$ cat src/rtl/riscv_pkg.sv
// Shared encodings for the multi-cycle RISC-V sequencer: opcodes, FSM states,
// instruction classes and datapath mux/ALU select codes.
package riscv_pkg;

    localparam logic [6:0] OP_R    = 7'b0110011;
    localparam logic [6:0] OP_LW   = 7'b0000011;
    localparam logic [6:0] OP_SW   = 7'b0100011;
    localparam logic [6:0] OP_BEQ  = 7'b1100011;
    localparam logic [6:0] OP_ADDI = 7'b0010011;

    typedef enum logic [3:0] {
        S_FETCH    = 4'd0,
        S_DECODE   = 4'd1,
        S_MEMADR   = 4'd2,
        S_MEMREAD  = 4'd3,
        S_MEMWB    = 4'd4,
        S_MEMWRITE = 4'd5,
        S_EXECR    = 4'd6,
        S_EXECI    = 4'd7,
        S_ALUWB    = 4'd8,
        S_BEQ      = 4'd9,
        S_TRAP     = 4'd10
    } state_t;

    typedef enum logic [2:0] {
        C_R    = 3'd0,
        C_LW   = 3'd1,
        C_SW   = 3'd2,
        C_BEQ  = 3'd3,
        C_ADDI = 3'd4,
        C_ILL  = 3'd5
    } iclass_t;

    localparam logic [1:0] RES_ALUOUT = 2'b00;
    localparam logic [1:0] RES_MEM    = 2'b01;
    localparam logic [1:0] RES_ALU    = 2'b10;

    localparam logic [1:0] SRCA_PC    = 2'b00;
    localparam logic [1:0] SRCA_OLDPC = 2'b01;
    localparam logic [1:0] SRCA_RS1   = 2'b10;

    localparam logic [1:0] SRCB_RS2   = 2'b00;
    localparam logic [1:0] SRCB_IMM   = 2'b01;
    localparam logic [1:0] SRCB_FOUR  = 2'b10;

    localparam logic [1:0] IMM_I      = 2'b00;
    localparam logic [1:0] IMM_S      = 2'b01;
    localparam logic [1:0] IMM_B      = 2'b10;

    localparam logic [1:0] ALU_ADD    = 2'b00;
    localparam logic [1:0] ALU_SUB    = 2'b01;
    localparam logic [1:0] ALU_FUNCT  = 2'b10;

endpackage

$ cat src/rtl/multicycle_fsm_op_decode.sv
// Opcode decode shared by the sequencer's DECODE branch and the immsrc output.
module op_decode
    import riscv_pkg::*;
(
    input  logic [6:0] opcode,
    output logic [1:0] immsrc,
    output logic [2:0] iclass,
    output logic       legal
);

    always_comb begin
        immsrc = IMM_I;
        iclass = C_ILL;
        legal  = 1'b1;
        case (opcode)
            OP_R:    iclass = C_R;
            OP_LW:   iclass = C_LW;
            OP_ADDI: iclass = C_ADDI;
            OP_SW: begin
                iclass = C_SW;
                immsrc = IMM_S;
            end
            OP_BEQ: begin
                iclass = C_BEQ;
                immsrc = IMM_B;
            end
            default: legal = 1'b0;
        endcase
    end

endmodule

$ cat src/rtl/multicycle_fsm.sv
// Multi-cycle control sequencer: steps the shared datapath one phase per clock,
// owns the memory request handshake, the illegal-opcode trap and instret.
//
// state    | meaning
// FETCH    | read instruction at PC, PC += 4 on completion
// DECODE   | read registers, branch target into ALUOut
// MEMADR   | compute load/store address
// MEMREAD  | load data request
// MEMWB    | write load data to register file
// MEMWRITE | store data request
// EXECR    | register-register ALU op
// EXECI    | register-immediate ALU op
// ALUWB    | write ALU result to register file
// BEQ      | compare rs1/rs2, take branch on zero
// TRAP     | illegal opcode, parked until reset
module multicycle_fsm
    import riscv_pkg::*;
#(
    parameter int CNT_W = 32
) (
    input  logic             clk,
    input  logic             rst_n,
    input  logic [6:0]       opcode,
    input  logic             zero,
    input  logic             mem_ready,
    output logic             mem_req,
    output logic             adrsrc,
    output logic             memwrite,
    output logic             irwrite,
    output logic             pcwrite,
    output logic             regwrite,
    output logic [1:0]       resultsrc,
    output logic [1:0]       alusrca,
    output logic [1:0]       alusrcb,
    output logic [1:0]       immsrc,
    output logic [1:0]       aluop,
    output logic             illegal,
    output logic [CNT_W-1:0] instret
);

    state_t     state;
    logic [1:0] dec_immsrc;
    logic [2:0] op_class;
    logic       op_legal;
    logic       pcupdate;
    logic       branch;
    logic       retire;

    op_decode u_op_decode (
        .opcode (opcode),
        .immsrc (dec_immsrc),
        .iclass (op_class),
        .legal  (op_legal)
    );

    // A store retires on its completing edge; everything else on leaving its last phase.
    assign retire = (state == S_MEMWB) || (state == S_ALUWB) || (state == S_BEQ) ||
                    ((state == S_MEMWRITE) && mem_ready);

    always_ff @(posedge clk or negedge rst_n) begin
        if (!rst_n) begin
            state   <= S_FETCH;
            illegal <= 1'b0;
            instret <= '0;
        end else begin
            case (state)
                S_FETCH:    if (mem_ready) state <= S_DECODE;
                S_DECODE: begin
                    if (!op_legal) begin
                        state   <= S_TRAP;
                        illegal <= 1'b1;
                    end else begin
                        case (op_class)
                            C_LW, C_SW: state <= S_MEMADR;
                            C_R:        state <= S_EXECR;
                            C_ADDI:     state <= S_EXECI;
                            C_BEQ:      state <= S_BEQ;
                            default: begin
                                state   <= S_TRAP;
                                illegal <= 1'b1;
                            end
                        endcase
                    end
                end
                S_MEMADR: begin
                    if (op_class == C_LW) begin
                        state <= S_MEMREAD;
                    end else if (op_class == C_SW) begin
                        state <= S_MEMWRITE;
                    end else begin
                        state   <= S_TRAP;
                        illegal <= 1'b1;
                    end
                end
                S_MEMREAD:  if (mem_ready) state <= S_MEMWB;
                S_MEMWB:    state <= S_FETCH;
                S_MEMWRITE: if (mem_ready) state <= S_FETCH;
                S_EXECR:    state <= S_ALUWB;
                S_EXECI:    state <= S_ALUWB;
                S_ALUWB:    state <= S_FETCH;
                S_BEQ:      state <= S_FETCH;
                S_TRAP:     state <= S_TRAP;
                default:    state <= S_FETCH;
            endcase
            if (retire) instret <= instret + CNT_W'(1);
        end
    end

    always_comb begin
        mem_req   = 1'b0;
        adrsrc    = 1'b0;
        memwrite  = 1'b0;
        irwrite   = 1'b0;
        pcupdate  = 1'b0;
        regwrite  = 1'b0;
        branch    = 1'b0;
        resultsrc = RES_ALUOUT;
        alusrca   = SRCA_PC;
        alusrcb   = SRCB_RS2;
        aluop     = ALU_ADD;
        immsrc    = dec_immsrc;
        case (state)
            S_FETCH: begin
                mem_req   = 1'b1;
                irwrite   = mem_ready;
                pcupdate  = mem_ready;
                resultsrc = RES_ALU;
                alusrcb   = SRCB_FOUR;
            end
            S_DECODE: begin
                alusrca = SRCA_OLDPC;
                alusrcb = SRCB_IMM;
            end
            S_MEMADR: begin
                alusrca = SRCA_RS1;
                alusrcb = SRCB_IMM;
            end
            S_MEMREAD: begin
                mem_req = 1'b1;
                adrsrc  = 1'b1;
            end
            S_MEMWB: begin
                resultsrc = RES_MEM;
                regwrite  = 1'b1;
            end
            S_MEMWRITE: begin
                mem_req  = 1'b1;
                memwrite = 1'b1;
                adrsrc   = 1'b1;
            end
            S_EXECR: begin
                alusrca = SRCA_RS1;
                aluop   = ALU_FUNCT;
            end
            S_EXECI: begin
                alusrca = SRCA_RS1;
                alusrcb = SRCB_IMM;
                aluop   = ALU_FUNCT;
            end
            S_ALUWB:  regwrite = 1'b1;
            S_BEQ: begin
                alusrca = SRCA_RS1;
                aluop   = ALU_SUB;
                branch  = 1'b1;
            end
            default: ;
        endcase
        // State is already FETCH under reset, so only the strobes need masking.
        if (!rst_n) begin
            mem_req  = 1'b0;
            memwrite = 1'b0;
            irwrite  = 1'b0;
            pcupdate = 1'b0;
            regwrite = 1'b0;
            branch   = 1'b0;
        end
    end

    assign pcwrite = pcupdate | (branch & zero);

endmodule

$ cat config.mk
export PLATFORM = sky130hd
export DESIGN_NAME = multicycle_fsm
export DESIGN_NICKNAME = d
export VERILOG_FILES = /design/src/rtl/riscv_pkg.sv /design/src/rtl/multicycle_fsm_op_decode.sv /design/src/rtl/multicycle_fsm.sv
export SDC_FILE = /design/constraint.sdc
export NUM_CORES = 1
export LEC_CHECK = 0
export ABC_AREA = 1
export BUFFER_PORTS_ARGS = -buffer_cell sky130_fd_sc_hd__buf_4
export CORE_MARGIN = 2
export CORE_UTILIZATION = 49
export DETAILED_ROUTE_END_ITERATION = 8
export PLACE_DENSITY = 0.76
export RECOVER_POWER = 100
export SYNTH_ARGS = -nofsm -noshare
export SYNTH_HDL_FRONTEND = slang
export SYNTH_SLANG_ARGS = --single-unit
$ cat constraint.sdc
create_clock -name clk -period 1.4 [get_ports clk]
set_input_delay 0.14 -clock clk [delete_from_list [all_inputs] [get_ports clk]]
set_output_delay 0.14 -clock clk [all_outputs]
set_load 0.02 [all_outputs]
# Word-level counts from Yosys, hierarchy flattened
# Index checks and enable logic that the tools add are counted.
# Widths: inputs -> output; s select.
dict set report classes {
  n_mul 0
  bitwise_logic 2
  div_mod_pow 0
  shifts 0
  n_lt_le_gt_ge 0
  add_sub_neg 1
  reduce_logical 18
  mux 31
  n_eq_ne 25
}
# op n
set op_table {}
lappend op_table {{$add 32x1->32 const B} 1}
lappend op_table {{$pmux 4 s7} 1}
lappend op_table {{$mux 4} 6}
lappend op_table {{$pmux 2 s2} 5}
lappend op_table {{$eq 4x3->1 const B} 4}
lappend op_table {{$mux 1} 16}
lappend op_table {{$pmux 4 s4} 1}
lappend op_table {{$pmux 3 s5} 1}
lappend op_table {{$eq 7x6->1 const B} 2}
lappend op_table {{$eq 4x4->1 const B} 3}
lappend op_table {{$ne 2x2->1 const B} 5}
lappend op_table {{$reduce_or 5->1} 2}
lappend op_table {{$eq 4x2->1 const B} 2}
lappend op_table {{$reduce_or 2->1} 4}
lappend op_table {{$eq 7x2->1 const B} 1}
lappend op_table {{$eq 7x5->1 const B} 1}
lappend op_table {{$eq 7x7->1 const B} 1}
lappend op_table {{$eq 3x2->1 const B} 2}
lappend op_table {{$reduce_or 3->1} 2}
lappend op_table {{$eq 4x1->1 const B} 1}
lappend op_table {{$logic_not 4->1} 1}
lappend op_table {{$reduce_and 4->1} 1}
lappend op_table {{$reduce_or 4->1} 1}
lappend op_table {{$eq 3x1->1 const B} 1}
lappend op_table {{10 further kinds} 12}
dict set report totals {
  rom_bits 0
  in_bits 11
  ram_bits 0
  latchBits 0
  register_bits 37
  memories 0
}

# Longest topological paths before layout
# Gate-level depths: netlist (run 1).
dict set report depth {
  depth_word 7
  depth_mapped 10
  ltp_nobuf 10
}

# By module
# From an unflattened synthesis (run 1), not the netlist that was laid out.
dict set report unflattened {
  hier_cells 345
  hier_area_um2 2374.8
}
# module area_per_inst_um2 cells_per_inst instances
set modules_own_cells {}
lappend modules_own_cells {multicycle_fsm 2270.9 322 1}
lappend modules_own_cells {op_decode 103.8 23 1}

# Worst setup path after synthesis (run 1)
# OpenSTA, ideal clock, no wires.
dict set report synth_path {
  path_type {reg2out}
  start {register state[2]}
  end {output port pcwrite}
  stages_incl_launch_ff 7
  arrival_ps 1456
  path_slack_ps -196
  cell_sequence {dfrtp_1 inv_1 nand2_1 inv_1 nand2_1 nor3_1 a31o_2}
}
# element line_no
set synth_lines {}
lappend synth_lines {{start: declaration} multicycle_fsm.sv:41} ;# state_t state;
lappend synth_lines {{start signal: assignment} multicycle_fsm.sv:62} ;# state <= S_FETCH;
lappend synth_lines {{start signal: assignment} multicycle_fsm.sv:67} ;# S_FETCH: if (mem_ready) state <= S_DECODE;
lappend synth_lines {{start signal: assignment} multicycle_fsm.sv:70} ;# state <= S_TRAP;
lappend synth_lines {{$logic_not 4->1} --}
lappend synth_lines {{$mux 1 (2 in series)} --}
lappend synth_lines {{named net irwrite} multicycle_fsm.sv:29} ;# output logic irwrite,
lappend synth_lines {{$or 1x1->1} multicycle_fsm.sv:179} ;# assign pcwrite = pcupdate | (branch & zero);
lappend synth_lines {{end: declaration} multicycle_fsm.sv:30} ;# output logic pcwrite,
# The timed path passes the listed nets, and every way through them passes these cells.

# Final worst setup path (run 1)
dict set report layout_path {
  start {register state[2]}
  end {output port pcwrite}
}
dict set report layout_via {
  elab_chain_len 5
}
# element line_no
set layout_rtl {}
lappend layout_rtl {{$eq 4x4->1} multicycle_fsm.sv:122} ;# case (state)
lappend layout_rtl {{$mux 1} multicycle_fsm.sv:122}
lappend layout_rtl {{$mux 1} multicycle_fsm.sv:169} ;# if (!rst_n) begin
lappend layout_rtl {{$and 1x1->1} multicycle_fsm.sv:179}
lappend layout_rtl {{$or 1x1->1 *} multicycle_fsm.sv:179}
# Mark *: on every way between the ends. The rest lies on a longest branch, timed or not.

==> results of run 1 <==
[critical path, cell delays in order, from the launching register on]
cell	delay (ns)
dfrtp_1	0.40
inv_2	0.12
nand2_4	0.08
inv_4	0.07
nand2_4	0.06
nor3_4	0.18
a31o_2	0.13
buf_6	0.11
[sequential cells by signal (all words and copies together) (netlist names)]
| signal | flops |
|---|---|
| instret | 32 |
| state | 4 |
| illegal | 1 |
[cells in the mapped netlist (4+ instances only)]
master | n | area [µm²]
nand4_1 | 9 | 56.3
nor2_1 | 49 | 184
nand2_1 | 146 | 548
nor3_1 | 5 | 25.0
nand3_1 | 34 | 170
dfrtp_1 | 37 | 926
xnor2_1 | 10 | 87.6
inv_1 | 50 | 188
inv_2 | 5 | 18.8
nand2_2 | 5 | 31.3
nor2_2 | 4 | 25.0
[report_power, final]
group          internal, µW  switching (µW)
sequential             1190             121
combinational          1370            1670
clock                   391             391
total                  2960            2180
[cell usage in the layout (no fill, tap or decap), drive strengths merged]
cell type | Yosys | final
nand4 | 9 | 9
nor2 | 56 | 56
inv | 55 | 55
nand2 | 153 | 153
and3 | 1 | 1
a21oi | 1 | 1
o21bai | 1 | 1
clkbuf | 0 | 41
a21o | 1 | 1
nand3b | 3 | 3
ha | 1 | 1
buf | 4 | 72
o311ai | 1 | 1
dlygate4sd3 | 0 | 1
o211ai | 2 | 2
dfrtp | 37 | 37
xnor2 | 10 | 10
xor2 | 3 | 3
a31o | 1 | 1
nand3 | 37 | 37
nor3 | 5 | 5
o21ai | 3 | 3
[metal layers]
layer | GRT usage (%) | routed length, µm
met3 | 4.63 | 507
met4 | 9.16 | 102
met2 | 45.1 | 3680
met1 | 36.7 | 3230
met5 | 0 | 0
[final cells by class]
type | count | area share (%)
multi-input combinational | 288 | 41.7
sequential | 37 | 25.7
timing repair buffer | 107 | 21.8
inverter | 55 | 5.93
tap | 70 | 2.43
clock buffer | 7 | 2.39
[logic make-up (layout without fill, tap and decap cells)]
logic type                 Yosys count  in the layout  share of synthesized area, %
xor gates and xnor gates            13             13                          4.50
adders and majority gates            1              1                         0.495
DFF                                 37             37                          36.6
buffers and inverters               59            169                          9.70
and+or+nand+nor                    264            264                          46.0
AOI/OAI and AO/OA                   10             10                          2.67
[what timing repair did]
action	in CTS	in global routing
pin swaps	8	3
gates resized for setup	49	13
hold buffers	1	0
cloned	2	0
endpoints found under the setup margin	24	46
buffers inserted	7	2
endpoints found under the hold margin	37	0
[per-stage QoR]
stage | util [%] | instance area [µm²] | setup slack [ns] | setup TNS (ns) | hold slack (ns)
after floorplan | - | 2540 | -0.00901 | -0.0180 | -0.156
after global placement | 65.7 | 3310 | 0.00364 | 0 | 0.284
after detailed placement | 65.7 | 3310 | -0.0552 | -0.257 | 0.287
after CTS | 73.1 | 3680 | -0.163 | -1.79 | 0.0966
after global routing | 71.6 | 3610 | -0.266 | -8.61 | 0.103
final | 71.6 | 3610 | -0.183 | -2.64 | 0.0963
[worst paths after layout]
path	startpoint	endpoint	slack [ns]
max	state[2]$_DFFE_PN0P_	pcwrite	-0.18
min reg2reg	illegal$_DFFE_PN0P_	illegal$_DFFE_PN0P_	0.48
max reg2reg	state[1]$_DFFE_PN0P_	instret[17]$_DFFE_PN0P_	-0.11
min	mem_ready	state[1]$_DFFE_PN0P_	0.1
max in group asynchronous	rst_n	instret[0]$_DFFE_PN0P_	0.16
min in group asynchronous	rst_n	instret[3]$_DFFE_PN0P_	0.65
==> impl_metrics.json, run 1 <==
{
  "syn_area_per_cell_um2": 6.58,
  "ys.flop_type": "dfrtp_1",
  "antenna_cells": 0,
  "cts.clk_slew.worst_paths_ns": 0.07,
  "max_slew_margin_pct": 42.7,
  "areaGrowthSynthToFinish_pct": 42.9,
  "violations": "setup timing",
  "hold_depth": 2,
  "synth-seq-cells": 37,
  "fin_ws_ns": -0.183,
  "postSynthCellCount": 384,
  "via_per_inst": 5.06,
  "cts_tree": "yes",
  "dp_cells": 545,
  "grt_pass1_vias": 2682,
  "globalplace.congestion": 0.861,
  "cts.sinks": 37,
  "core-area_mm2": 0.00504,
  "crit_path_start_kind": "flop",
  "die_x_um": 75.8,
  "track_usage_pct": 27.5,
  "drive_above_1_share_pct": 27.1,
  "fin_worst_skew_ns": 0.00919,
  "rsz0062_at_grt": "true",
  "ff_latch_area_um2": 928,
  "yosysSeqAreaShare_pct": 36.6,
  "clockRootBuffer": "clkbuf_8",
  "final_nets": 506,
  "insertion_delay_ns": 0.29,
  "die_height_um": 75.8,
  "timing.final.crit_share_pct": 113,
  "slew_violations": 0,
  "cts_buffers": 5,
  "drt_wl_total_mm": 7.52,
  "dr.pass1.iters": 4,
  "fp-row-count": 26,
  "synth_edf_count": 0,
  "start_util_pct": 50.1,
  "syn-num-nets": 396,
  "leakage_uw": 0.00181,
  "worstRegToRegCells": 10,
  "grt_start_max_net_pins": 38,
  "critical_path_class": "flop to output pin",
  "finalCriticalPeriod_ns": 1.58,
  "status": "finished with violations",
  "required_ns": 1.26,
  "portBuffers": 59,
  "clockBufferDepth": 2,
  "async_flop_share_pct": 100,
  "drt-initial-drc-count": 183,
  "synth_area_mm2": 0.00253,
  "wl_per_cell_um": 13.3,
  "ant_nets": 0,
  "grt_overflow": 0,
  "worstPathArrival_ns": 1.44,
  "p_per_area_mw_per_mm2": 1420,
  "dpl.hpwl_mm": 5.24,
  "ys_warn_count": 0,
  "antenna_found_initial": 0,
  "cap_violations": 0,
  "vias": 2853,
  "fill_cells": 437,
  "drcViolationCount": 0,
  "power_uw": 5140,
  "multi_input_area_mm2": 0.00151,
  "ir_worst_vdd_mv": 1.27,
  "h-tree-depth": 2,
  "grt_pass1_wl_mm": 12.0,
  "max_freq_ghz": 0.632,
  "cp_max_fo": 4,
  "setup_viol": 39,
  "boundaryPins": 60,
  "worst_pin_slew_ns": 0.859,
  "final_cells": 564,
  "die-area_mm2": 0.00575,
  "synth_cell_types": 31,
  "setup.worst_path.end_class": "output pin",
  "hp-class": "primary input to flop",
  "hold_viol": 0
}
Power figures use the tool's default switching activity.
==> inputs of run 2 (changes only) <==
Settings changed: PLACE_DENSITY 0.76 to 0.74.
==> run 2 against run 1 <==
The flow still finishes with violations (setup timing). Wire length increased by 19%. Sequential cell count unchanged. Total power is 19% higher. Critical path depth grew 1. Die area unchanged. Register-to-register slack worse by 0.16 ns. Clock-buffer cell count stayed put. Sequential share of layout area shrank 2.6 points. First-iteration DRC count down 8.2%. Sequential power increased by 3%. Global-route usage is 0.35 points higher. Clock skew decreased by 0.0013 ns. Critical path type unchanged. Largest power group unchanged.
==> impl_metrics.json, run 2 (synthesis gave the netlist of run 1 again) <==
{
  "critical_path_class": "flop to output pin",
  "final_cells": 577,
  "ir_worst_vdd_mv": 1.34,
  "max_freq_ghz": 0.594,
  "final_nets": 518,
  "die_x_um": 75.8,
  "place_area_mm2": 0.00337,
  "critical_path.slowest_cell": "dfrtp_1",
  "fin_worst_skew_ns": 0.00785,
  "reg.largest.list": "instret: 32 flops, state: 4 flops, illegal: 1 flops",
  "grt_start_max_net_pins": 38,
  "leakage_uw": 0.00210,
  "grt_overflow": 0,
  "core-area_mm2": 0.00504,
  "cts.clk_slew.worst_paths_ns": 0.08,
  "globalplace.congestion": 0.912,
  "hold_viol": 0,
  "drt_wl_total_mm": 8.96,
  "p_per_area_mw_per_mm2": 1520,
  "vias": 3086,
  "worstRegToRegCells": 10,
  "hold_depth": 2,
  "drive_above_1_share_pct": 39.1,
  "timing.final.crit_share_pct": 120,
  "r2r_start": "state[1]$_DFFE_PN0P_",
  "areaGrowthSynthToFinish_pct": 59.8,
  "critical_path.cell_chain": "inv_2 > nand2_4 > inv_4 > nand2_4 > buf_6 > inv_4 > a31o_2 > buf_6",
  "crit_start": "state[1]$_DFFE_PN0P_",
  "fin_area_mm2": 0.00404,
  "clockRootBuffer": "clkbuf_8",
  "required_ns": 1.26,
  "cts.sinks": 37,
  "finalCriticalPeriod_ns": 1.68,
  "grt_pass1_vias": 2612,
  "dr.pass1.iters": 5,
  "dp_cells": 553,
  "start_util_pct": 50.1,
  "ant_nets": 0,
  "rsz0062_at_grt": "true",
  "min_from": "mem_ready",
  "setup.worst_path.end_class": "output pin",
  "largest_reg_flops": 32,
  "cpPeakStageDelay_ns": 0.48,
  "worstHoldEndpoint": "state[1]$_DFFE_PN0P_",
  "wl_per_cell_um": 15.5,
  "hp-class": "primary input to flop",
  "die_height_um": 75.8,
  "die-area_mm2": 0.00575,
  "portBuffers": 59,
  "antenna_found_initial": 0,
  "drt-initial-drc-count": 168,
  "cap_violations": 0,
  "r2r-end": "instret[26]$_DFFE_PN0P_",
  "layout_common_cells": "nand2_1, buf_4, inv_1",
  "dpl.hpwl_mm": 5.30,
  "max_slew_margin_pct": 65.2,
  "crit_path_start_kind": "flop",
  "worstPathArrival_ns": 1.54,
  "via_per_inst": 5.35,
  "power_uw": 6130,
  "violations": "setup timing",
  "antenna_cells": 0,
  "boundaryPins": 60,
  "fin_ws_ns": -0.283,
  "fin_setup_tns_ns": -8.88,
  "h-tree-depth": 2,
  "reg2reg_setup_slack_ns": -0.27,
  "setup_viol": 49,
  "slew_violations": 0,
  "status": "finished with violations",
  "track_usage_pct": 27.8,
  "dp_slack_ns": -0.0229,
  "regMostFlops": "instret",
  "grt_pass1_wl_mm": 12.2,
  "cp_max_fo": 4,
  "worst_pin_slew_ns": 0.521,
  "cts_tree": "yes",
  "insertion_delay_ns": 0.29,
  "final_common_cell": "nand2_1",
  "cts_buffers": 5,
  "drcViolationCount": 0,
  "clockBufferDepth": 2,
  "fp-row-count": 26
}
-- run 2: changes by cell type in the layout (fill, tap and decap cells not counted), moves of 4 or more --
cell / previous run / this run
nand2_1: 139 / 124
xnor2_1: 10 / 6
buf_4: 53 / 79
nand2_2: 9 / 14
xnor2_2: 0 / 4
nand3_1: 32 / 28
inv_1: 44 / 39
nand2_4: 5 / 14
clkbuf_1: 34 / 16
-- run 2: stage by stage --
step                      utilization [%]  hold slack, ns
final                                80.1          0.0994
after CTS                            74.8          0.0845
after floorplan                         -          -0.156
after global routing                 80.1          0.0955
after global placement               66.9           0.286
after detailed placement             66.9           0.284
-- run 2: cell type report --
type	instances	area, µm²
inverters	55	231
well taps	70	87.6
clock buffers	7	86.3
flip-flops and latches	37	932
clock inverters	1	30.0
repair buffers	119	1000
multi-input cells	288	1670
fillers	328	1000
-- run 2: critical path: cells and delay by family (launching register included) --
family / cells / cell delay [ns]
AO/OA/AOI/OAI: 1 / 0.19
flip-flops: 1 / 0.48
AND/OR/NAND/NOR: 2 / 0.16
buffers and inverters: 5 / 0.42
-- run 2: worst max-delay path by stage --
| stage | endpoint | slack [ns] | cells after the start |
|---|---|---|---|
| global placement | instret[24]$_DFFE_PN0P_ | 0.02 | 8 |
| global route | mem_req | -0.31 | 9 |
| floorplan | instret[24]$_DFFE_PN0P_ | -0.009 | 8 |
| CTS | pcwrite | -0.20 | 7 |
| detailed placement | instret[5]$_DFFE_PN0P_ | -0.02 | 9 |
| finish | pcwrite | -0.28 | 8 |
-- run 2: repair_timing --
item | CTS | global route
hold buffers | 1 | 0
gates cloned | 2 | 1
resized for setup | 50 | 67
buffers inserted | 5 | 7
pin swaps | 4 | 10
setup endpoints to repair | 22 | 48
endpoints found under the hold margin | 37 | 0
-- run 2: power by group --
part	total, µW	switching (µW)	internal, µW
clock network	993	412	582
logic	3780	2020	1760
registers	1360	163	1200
-- run 2: per-layer routing --
metal / vias to the layer above / wire length (µm) / GRT usage [%]
met5: - / 0 / 0
met1: 1443 / 3680 / 38.8
met2: 166 / 4320 / 45.3
met3: 35 / 705 / 5.03
li1: 1442 / - / -
met4: 0 / 263 / 5.26
